`src/rtl/core_pkg.sv`:
```
// Shared definitions for the multi-cycle RV32I core: sequencer states,
// major-opcode constants used by the executor and decoder, reset defaults.
package core_pkg;

  typedef enum logic [2:0] {
    ST_FETCH = 3'd0,
    ST_EXEC  = 3'd1,
    ST_MEM   = 3'd2,
    ST_WB    = 3'd3,
    ST_FAULT = 3'd4
  } state_t;

  // Major opcodes, instruction bits [6:2]
  localparam logic [4:0] OP_LOAD   = 5'b00000;
  localparam logic [4:0] OP_STORE  = 5'b01000;
  localparam logic [4:0] OP_OPIMM  = 5'b00100;
  localparam logic [4:0] OP_OP     = 5'b01100;
  localparam logic [4:0] OP_BRANCH = 5'b11000;
  localparam logic [4:0] OP_JAL    = 5'b11011;
  localparam logic [4:0] OP_JALR   = 5'b11001;
  localparam logic [4:0] OP_LUI    = 5'b01101;
  localparam logic [4:0] OP_AUIPC  = 5'b00101;

  localparam logic [31:0] DEFAULT_RESET_PC = 32'h0000_0000;

endpackage

```
`src/rtl/core_sequencer_if.sv`:
```
// Shared memory bus between the core sequencer (master) and memory (slave).
interface core_sequencer_if;
  import core_pkg::*;

  logic        memory_wait;
  logic [31:0] memory_read_data;
  logic [31:0] bus_address;
  logic [31:0] bus_write_data;
  logic        bus_read;
  logic        bus_write;

  modport master (
    input  memory_wait,
    input  memory_read_data,
    output bus_address,
    output bus_write_data,
    output bus_read,
    output bus_write
  );

  modport slave (
    output memory_wait,
    output memory_read_data,
    input  bus_address,
    input  bus_write_data,
    input  bus_read,
    input  bus_write
  );

endinterface

```
`src/rtl/core_sequencer_bus_timer.sv`:
```
// Counts consecutive stalled cycles of one bus access and flags the cycle
// in which the stall budget is used up.
module bus_timer
  import core_pkg::*;
#(
  parameter int TIMEOUT_CYCLES = 255
) (
  input  logic clk,
  input  logic rst_n,
  input  logic clear,
  input  logic enable,
  output logic expired
);

  localparam int W = (TIMEOUT_CYCLES > 1) ? $clog2(TIMEOUT_CYCLES) : 1;
  localparam logic [W-1:0] LAST_COUNT = W'(TIMEOUT_CYCLES - 1);

  logic [W-1:0] r_count;

  // The stall that would push the count to TIMEOUT_CYCLES is the expiring one
  assign expired = enable && (r_count == LAST_COUNT);

  // Wait-cycle counter; clear has priority so a completed access starts fresh
  always_ff @(posedge clk or negedge rst_n) begin
    if (!rst_n) begin
      r_count <= '0;
    end else if (clear) begin
      r_count <= '0;
    end else if (enable && !expired) begin
      r_count <= r_count + 1'b1;
    end
  end

endmodule

```
`src/rtl/core_sequencer.sv`:
```
// Multi-cycle control FSM of the RV32I core. Owns PC, instruction and load
// registers, arbitrates the single memory bus between fetch and load/store,
// gates register-file writes, counts retirements and halts on bus timeout.
module core_sequencer
  import core_pkg::*;
#(
  parameter logic [31:0] RESET_PC       = DEFAULT_RESET_PC,
  parameter int          TIMEOUT_CYCLES = 255
) (
  input  logic               clk,
  input  logic               rst_n,
  core_sequencer_if.master   bus,
  input  logic [31:0]        ex_pc_next,
  input  logic [31:0]        ex_mem_address,
  input  logic [31:0]        ex_mem_write_data,
  input  logic               ex_mem_read,
  input  logic               ex_mem_write,
  input  logic               ex_rd_write,
  output logic [31:0]        pc,
  output logic [31:0]        instr,
  output logic [31:0]        load_data,
  output logic               rf_write_en,
  output logic [31:0]        instret,
  output logic               bus_fault
);

  state_t      r_state;
  state_t      w_nextState;
  logic [31:0] r_pc;
  logic [31:0] r_instr;
  logic [31:0] r_loadData;
  logic [31:0] r_instret;
  logic        r_busFault;
  logic        r_memStore;

  logic        w_request;
  logic        w_stall;
  logic        w_complete;
  logic        w_timerExpired;
  logic        w_busRead;
  logic        w_busWrite;
  logic [31:0] w_busAddress;
  logic [31:0] w_busWriteData;
  logic        w_rfWriteEn;

  // Request is derived from state only so the timer does not loop back
  // through the output decode
  assign w_request  = (r_state == ST_FETCH) || (r_state == ST_MEM);
  assign w_stall    = w_request && bus.memory_wait;
  assign w_complete = w_request && !bus.memory_wait;

  bus_timer #(
    .TIMEOUT_CYCLES(TIMEOUT_CYCLES)
  ) u_bus_timer (
    .clk    (clk),
    .rst_n  (rst_n),
    .clear  (!w_stall),
    .enable (w_stall),
    .expired(w_timerExpired)
  );

  // Next-state and bus/strobe decode; idle bus drives zeros
  always_comb begin
    w_nextState    = r_state;
    w_busRead      = 1'b0;
    w_busWrite     = 1'b0;
    w_busAddress   = '0;
    w_busWriteData = '0;
    w_rfWriteEn    = 1'b0;
    case (r_state)
      ST_FETCH: begin
        w_busRead    = 1'b1;
        w_busAddress = r_pc;
        if (w_timerExpired) begin
          w_nextState = ST_FAULT;
        end else if (!bus.memory_wait) begin
          w_nextState = ST_EXEC;
        end
      end
      ST_EXEC: begin
        if (ex_mem_write || ex_mem_read) begin
          w_nextState = ST_MEM;
        end else begin
          w_nextState = ST_WB;
        end
      end
      ST_MEM: begin
        w_busAddress = ex_mem_address;
        if (r_memStore) begin
          w_busWrite     = 1'b1;
          w_busWriteData = ex_mem_write_data;
        end else begin
          w_busRead = 1'b1;
        end
        if (w_timerExpired) begin
          w_nextState = ST_FAULT;
        end else if (!bus.memory_wait) begin
          w_nextState = ST_WB;
        end
      end
      ST_WB: begin
        w_rfWriteEn = ex_rd_write;
        w_nextState = ST_FETCH;
      end
      ST_FAULT: begin
        w_nextState = ST_FAULT;
      end
      default: begin
        w_nextState = ST_FAULT;
      end
    endcase
  end

  // Requests are also gated by reset so an access dies the instant reset hits
  assign bus.bus_read       = w_busRead && rst_n;
  assign bus.bus_write      = w_busWrite && rst_n;
  assign bus.bus_address    = rst_n ? w_busAddress : '0;
  assign bus.bus_write_data = rst_n ? w_busWriteData : '0;
  assign rf_write_en        = w_rfWriteEn && rst_n;

  // State register
  always_ff @(posedge clk or negedge rst_n) begin
    if (!rst_n) begin
      r_state <= ST_FETCH;
    end else begin
      r_state <= w_nextState;
    end
  end

  // Architectural registers: updated only on completed accesses and retirement
  always_ff @(posedge clk or negedge rst_n) begin
    if (!rst_n) begin
      r_pc       <= RESET_PC;
      r_instr    <= '0;
      r_loadData <= '0;
      r_instret  <= '0;
      r_busFault <= 1'b0;
      r_memStore <= 1'b0;
    end else begin
      case (r_state)
        ST_FETCH: begin
          if (w_complete) begin
            r_instr <= bus.memory_read_data;
          end
        end
        ST_EXEC: begin
          r_memStore <= ex_mem_write;
        end
        ST_MEM: begin
          if (w_complete && !r_memStore) begin
            r_loadData <= bus.memory_read_data;
          end
        end
        ST_WB: begin
          r_pc      <= ex_pc_next;
          r_instret <= r_instret + 32'd1;
        end
        default: begin
        end
      endcase
      if (w_nextState == ST_FAULT) begin
        r_busFault <= 1'b1;
      end
    end
  end

  assign pc        = r_pc;
  assign instr     = r_instr;
  assign load_data = r_loadData;
  assign instret   = r_instret;
  assign bus_fault = r_busFault;

endmodule
```
`src/flat_wrapper.sv`:
```
// flat-port wrapper written by rule: the top's interface ports become plain ports
module core_sequencer_flat import core_pkg::*;
#(
  parameter logic [31:0] RESET_PC       = DEFAULT_RESET_PC,
  parameter int          TIMEOUT_CYCLES = 255
)
  (clk, rst_n, ex_pc_next, ex_mem_address, ex_mem_write_data, ex_mem_read, ex_mem_write, ex_rd_write, pc, instr, load_data, rf_write_en, instret, bus_fault, bus_memory_wait, bus_memory_read_data, bus_bus_address, bus_bus_write_data, bus_bus_read, bus_bus_write);
  core_sequencer_if bus_i ();
  input  logic clk;
  input  logic rst_n;
  input  logic [31:0] ex_pc_next;
  input  logic [31:0] ex_mem_address;
  input  logic [31:0] ex_mem_write_data;
  input  logic ex_mem_read;
  input  logic ex_mem_write;
  input  logic ex_rd_write;
  output logic [31:0] pc;
  output logic [31:0] instr;
  output logic [31:0] load_data;
  output logic rf_write_en;
  output logic [31:0] instret;
  output logic bus_fault;
  input wire logic [$bits(bus_i.memory_wait)-1:0] bus_memory_wait;
  input wire logic [$bits(bus_i.memory_read_data)-1:0] bus_memory_read_data;
  output wire logic [$bits(bus_i.bus_address)-1:0] bus_bus_address;
  output wire logic [$bits(bus_i.bus_write_data)-1:0] bus_bus_write_data;
  output wire logic [$bits(bus_i.bus_read)-1:0] bus_bus_read;
  output wire logic [$bits(bus_i.bus_write)-1:0] bus_bus_write;
  assign bus_i.memory_wait = bus_memory_wait;
  assign bus_i.memory_read_data = bus_memory_read_data;
  assign bus_bus_address = bus_i.bus_address;
  assign bus_bus_write_data = bus_i.bus_write_data;
  assign bus_bus_read = bus_i.bus_read;
  assign bus_bus_write = bus_i.bus_write;
  core_sequencer #(.RESET_PC(RESET_PC), .TIMEOUT_CYCLES(TIMEOUT_CYCLES)) u_core (.clk(clk), .rst_n(rst_n), .bus(bus_i), .ex_pc_next(ex_pc_next), .ex_mem_address(ex_mem_address), .ex_mem_write_data(ex_mem_write_data), .ex_mem_read(ex_mem_read), .ex_mem_write(ex_mem_write), .ex_rd_write(ex_rd_write), .pc(pc), .instr(instr), .load_data(load_data), .rf_write_en(rf_write_en), .instret(instret), .bus_fault(bus_fault));
endmodule
```
`config.mk`:
```
export PLATFORM = sky130hd
export DESIGN_NAME = core_sequencer_flat
export DESIGN_NICKNAME = d
export VERILOG_FILES = /design/src/rtl/core_pkg.sv /design/src/rtl/core_sequencer_if.sv /design/src/rtl/core_sequencer_bus_timer.sv /design/src/rtl/core_sequencer.sv /design/src/flat_wrapper.sv
export SDC_FILE = /design/constraint.sdc
export NUM_CORES = 1
export LEC_CHECK = 0
export ABC_AREA = 1
export BUFFER_PORTS_ARGS = -buffer_cell sky130_fd_sc_hd__clkbuf_2
export CAP_MARGIN = 40
export CORE_ASPECT_RATIO = 0.7
export CORE_MARGIN = 5
export CORE_UTILIZATION = 35
export CTS_CLUSTER_DIAMETER = 30
export CTS_CLUSTER_SIZE = 30
export DETAILED_ROUTE_END_ITERATION = 8
export PLACE_DENSITY = 0.65
export SETUP_SLACK_MARGIN = 0.15
export SYNTH_ARGS = -nofsm -noshare
export SYNTH_HDL_FRONTEND = slang
export SYNTH_SLANG_ARGS = --single-unit
```
`constraint.sdc`:
```
create_clock -name clk -period 2.6 [get_ports clk]
set_clock_uncertainty 0.2 [all_clocks]
set_input_delay 0.26 -clock clk [delete_from_list [all_inputs] [get_ports clk]]
set_output_delay 0.26 -clock clk [all_outputs]
set_load 0.02 [all_outputs]
```
; Word level (Yosys, flattened, before mapping)
; Cells that the tools add are included.
[word_totals]
register_bits = 141
in_bits = 134
out_inout_bits = 196
[classes]
n_addsub = 2
n_eq_ne = 6
n_mux = 18
reduce_logical = 16
[op_table]
columns = cell, n
row1 = two-way mux 32 bit, 4
row2 = case mux 32 bit (2 select lines), 1
row3 = "adder 32 x 1 -> 32 bit, second input constant", 1
row4 = two-way mux 8 bit, 2
row5 = two-way mux 3 bit, 4
row6 = case mux 3 bit (4 select lines), 1
row7 = "adder 8 x 1 -> 8 bit, second input constant", 1
row8 = "== test 8 bit, second input constant", 1
row9 = logical AND 1 bit, 8
row10 = "== test 3 x 2 -> 1 bit, second input constant", 2
row11 = two-way mux 1 bit, 5
row12 = AND reduction 2 bit, 2
row13 = "== test 3 x 1 -> 1 bit, second input constant", 1
row14 = "== test 3 bit, second input constant", 1
row15 = zero test 1 bit, 3
row16 = zero test 3 bit, 1
row17 = logical OR 1 bit, 2
row18 = "inequality test 2 x 1 -> 1 bit, second input constant", 1
row19 = case mux 1 bit (2 select lines), 1

; Longest topological paths before layout
[logic_depth]
word_depth = 8
ltp_mapped = 9
mapped_depth_nobuf = 9

; Modules after synthesis
; A second synthesis with hierarchy kept.
[unflattened]
cells_unflattened = 852
hier_area_um2 = 6754.0
[by_module_without_submodules]
columns = mod, instances, cells_each, area_per_inst_um2
row1 = core_sequencer, 1, 780, 6219.7
row2 = bus_timer, 1, 72, 534.3

; Least setup slack after synthesis
; No wires, ideal clock.
[synth_path]
path_type = reg2out
start = register u_core.r_state[0]
end = output bus_bus_write_data[10]
arrival_time_ns = 1.677
required_ns = 2.140
path_slack_ns = 0.463
path_stages_with_launch = 7
cell_sequence = dfrtp_1 -> nor2_4 -> nand2_1 -> nor3_2 -> inv_2 -> clkbuf_1 -> nor2_1
[synth_via]
elab_chain_len = 3
[synth_lines]
columns = element, line_no
row1 = from (decl), core_sequencer.sv:27  ; state_t r_state;
row2 = from (signal assigned), core_sequencer.sv:126  ; r_state <= w_nextState;
row3 = == test 3 x 2 -> 1 bit, core_sequencer.sv:70  ; case (r_state)
row4 = two-way mux 32 bit, core_sequencer.sv:70
row5 = two-way mux 32 bit, core_sequencer.sv:118  ; assign bus.bus_write_data = rst_n ? w_busWriteData : '0;
row6 = to (decl), flat_wrapper.sv:26  ; output wire logic [$bits(bus_i.bus_write_data)-1:0] bus_bus_write_data;
; No other way between the ends.

; Worst setup path after layout
[layout_path]
start = register u_core.r_state[2]
end = output bus_bus_address[26]
[layout_via]
elab_chain_len = 3
word_cells_on_any_way = 4
cone_classes = eq/ne (1) / mux (2) / reduce/logical (1)
[layout_lines]
columns = element, line_no
row1 = == test 3 x 2 -> 1 bit / zero test 3 bit (equally long branches), core_sequencer.sv:70
row2 = case mux 32 bit (2 select lines) (*), core_sequencer.sv:70
row3 = two-way mux 32 bit (*), core_sequencer.sv:117  ; assign bus.bus_address = rst_n ? w_busAddress : '0;
row4 = to (decl), flat_wrapper.sv:25  ; output wire logic [$bits(bus_i.bus_address)-1:0] bus_bus_address;
; Mark *: on every way between the ends. The rest lies on a longest branch, timed or not.

==> results.json <==
{
  "outcome": "completed",
  "rows": 42,
  "cts_setup_buffers": 0,
  "synth-seq-area-share_pct": 52.5,
  "p_switching_mw": 4.14,
  "synth_top_area_cell": "dfrtp_1",
  "max_stage_delay_ns": 0.46,
  "worstSetupEndpointType": "output port",
  "switching_share_pct": 41.6,
  "clkPwrFrac_pct": 25.7,
  "slowest_stage": "dfrtp_2",
  "clock-sinks": 141,
  "antennaDiodeCount": 0,
  "vias": 6902,
  "grt_pass1_wl_mm": 34.5,
  "drc": 0,
  "postRouteAntennaNets": 0,
  "crit_type": "reg -> out",
  "cts_tree": "done",
  "drive_above_1_share_pct": 30.4,
  "whs_ns": 0.0583,
  "final_net_count": 1398,
  "cp.depth": 7,
  "die_w_um": 176,
  "cts-root-buf": "clkbuf_16",
  "peakVddDrop_mv": 0.624,
  "synth_area_leaders": "dfrtp_1 (52%), nand2_1 (16%), inv_1 (5.9%)",
  "gp_congestion": 0.920,
  "initial_utilization_pct": 35.6,
  "clk_pin_slew_ns": 0.06,
  "place_ws_ns": 0.540,
  "tightest_slew_ns": 0.659,
  "drt_first_pass_iters": 5,
  "p_seq_share_pct": 35.5,
  "cts_made_buffers": 17,
  "async_reset_ff_share_pct": 100,
  "die_area_mm2": 0.0221,
  "combPwrFrac_pct": 38.8,
  "syn_area_mm2": 0.00673,
  "synth_nets": 1008,
  "io_pins": 330,
  "drv_cap": 0,
  "top_layer": "met4",
  "routed_wl_mm": 22.1,
  "pwr_density_cell_mw_per_mm2": 1000,
  "htree_levels": 4,
  "period_needed_ns": 2.40,
  "dpl-instance-area_mm2": 0.00864,
  "dp_cells": 1417,
  "hold_viol": 0,
  "setup-tns-final_ns": 0,
  "synth_commonest_cells": "nand2_1 (289), dfrtp_1 (141), inv_1 (105), nor2_1 (80), nand3_1 (58)",
  "setup_ws_ns": 0.197,
  "chipHeight_um": 126,
  "p_int_mw": 5.81,
  "path_cells": "nor2_4, nand2_2, inv_4, buf_12, nand2_1, a21oi_1, clkbuf_2",
  "yosysWarningCount": 0,
  "fin_area_mm2": 0.00996,
  "io_buffers": 329,
  "fmax_mhz": 416,
  "finalSetupViolCount": 0,
  "rsz0062_at_grt": "true",
  "slew_headroom_pct": 56.1,
  "drtIter0Drc": 421,
  "hp-class": "in -> reg",
  "area_growth_pct": 48.0,
  "clockBufferDepth": 2,
  "critPathMaxFanout": 22,
  "via_per_inst": 4.55,
  "r2r_cells": 4,
  "whs_path_depth": 3,
  "worstPathArrival_ns": 1.94,
  "grt_usage_pct": 19.2,
  "path_buf_inv": 3,
  "ys_ff_latch": 141,
  "avgSynthCellArea_um2": 7.72,
  "dpl.hpwl_mm": 16.4,
  "ys.flop_type": "dfrtp_1",
  "grt_pass1_vias": 6424,
  "wl_met2_mm": 9.74,
  "synth_top_area_share_pct": 52.5,
  "synth_cells": 871,
  "finalCritPeriodShare_pct": 92.4,
  "grt_max_degree": 65,
  "multi_input_area_mm2": 0.00267,
  "fin_cells": 1516,
  "wl_met1_mm": 10.2,
  "cp.required_ns": 2.14,
  "seqCellArea_mm2": 0.00353,
  "fin_util_pct": 52.6,
  "clkLatencyLatePin_ns": 0.41,
  "ys_types": 26,
  "start_kind": "flip-flop",
  "wl_met3_mm": 2.01,
  "wl_per_cell_um": 14.6,
  "total_power_mw": 9.95,
  "fillers": 1791,
  "power_leakage_nw": 5.51,
  "antenna_found_initial": 0,
  "yosysMostFrequentCell": "nand2_1",
  "core_mm2": 0.0189,
  "drv_slew": 0,
  "synth_edf_count": 0,
  "overflow": 0,
  "critical-path-top-delay-family": "buffers and inverters"
}
-- final timing paths --
| kind | start | endpoint | slack, ns |
|---|---|---|---|
| worst min-delay path | bus_memory_wait | u_core.u_bus_timer.r_count[4] | 0.06 |
| min in group asynchronous | rst_n | u_core.pc[4] | 0.33 |
| worst max-delay path | u_core.r_state[2] | bus_bus_address[26] | 0.20 |
| worst max register to register | u_core.r_state[1] | u_core.r_state[0] | 0.68 |
| max in group asynchronous | rst_n | u_core.load_data[15] | 0.87 |
| worst min register to register | u_core.bus_fault | u_core.bus_fault | 0.26 |
-- state kept, by name, summed over array words and instances (netlist names) --
register	count
u_core.instr	32
u_core.instret	32
u_core.load_data	32
u_core.pc	32
u_core.u_bus_timer.r_count	8
u_core.r_state	3
u_core.bus_fault	1
u_core.r_memStore	1
-- timing repair --
item,4_1_cts,5_1_grt
endpoints found under the hold margin,201,0
resized for setup,3,7
pin swaps,0,1
hold buffers,67,0
endpoints found under the setup margin,2,56
-- worst reg2reg max path, delay by kind of cell (launching register included) --
| kind | cells | cell delay (ns) |
|---|---|---|
| simple gates | 1 | 0.34 |
| compound gates | 1 | 0.18 |
| flops | 1 | 0.47 |
| buf+inv | 2 | 0.66 |
-- metal layers --
layer	vias to the layer above	global-route usage [%]
li1	3492	-
met1	3117	27.3
met2	279	28.8
met3	14	6.41
met4	0	3.99
met5	-	0
-- cells in the final DEF, fill, tap and decap left out, drive strengths merged --
| cell | n |
|---|---|
| o21ai | 69 |
| a21oi | 36 |
| bufinv | 3 |
| clkinv | 5 |
| inv | 111 |
| nand3 | 59 |
| buf | 11 |
| a211oi | 1 |
| xnor2 | 11 |
| clkinvlp | 1 |
| o31ai | 2 |
| clkbuf | 348 |
| nand3b | 1 |
| nor4 | 1 |
| ha | 3 |
| and2 | 2 |
| xor2 | 13 |
| nor3 | 4 |
| dfrtp | 141 |
| dlygate4sd3 | 67 |
| nand2 | 289 |
| nor2 | 86 |
| nand4 | 10 |
-- area by class of cell --
class / count / share of cell area (%)
clock buffer: 20 / 4.69
clock inverter: 12 / 1.57
inverter: 108 / 4.17
multi-input combinational: 587 / 26.8
sequential: 141 / 35.4
tap: 242 / 3.04
timing repair buffer: 406 / 24.3
-- power by group through the flow --
stage               registers, mW  logic [mW]  clock network (mW)
floorplan                    4.35        1.43                   0
global placement             3.53        3.74                   0
CTS                          3.53        3.88                2.62
finish                       3.54        3.86                2.56
global route                 3.63        4.23                2.71
detailed placement           3.54        3.80                   0
-- kinds of logic (layout without fill, tap and decap cells) --
family / after synthesis / after routing / synth area share [%]
AND/OR/NAND/NOR: 452 / 452 / 27.5
adder cells (fa/ha/maj): 3 / 3 / 0.558
flip-flops: 141 / 141 / 52.5
AO/OA/AOI/OAI: 108 / 108 / 8.15
XOR/XNOR: 24 / 24 / 3.12
buffers and inverters: 143 / 546 / 8.24
No activity file was read; power rests on OpenSTA's default activity.
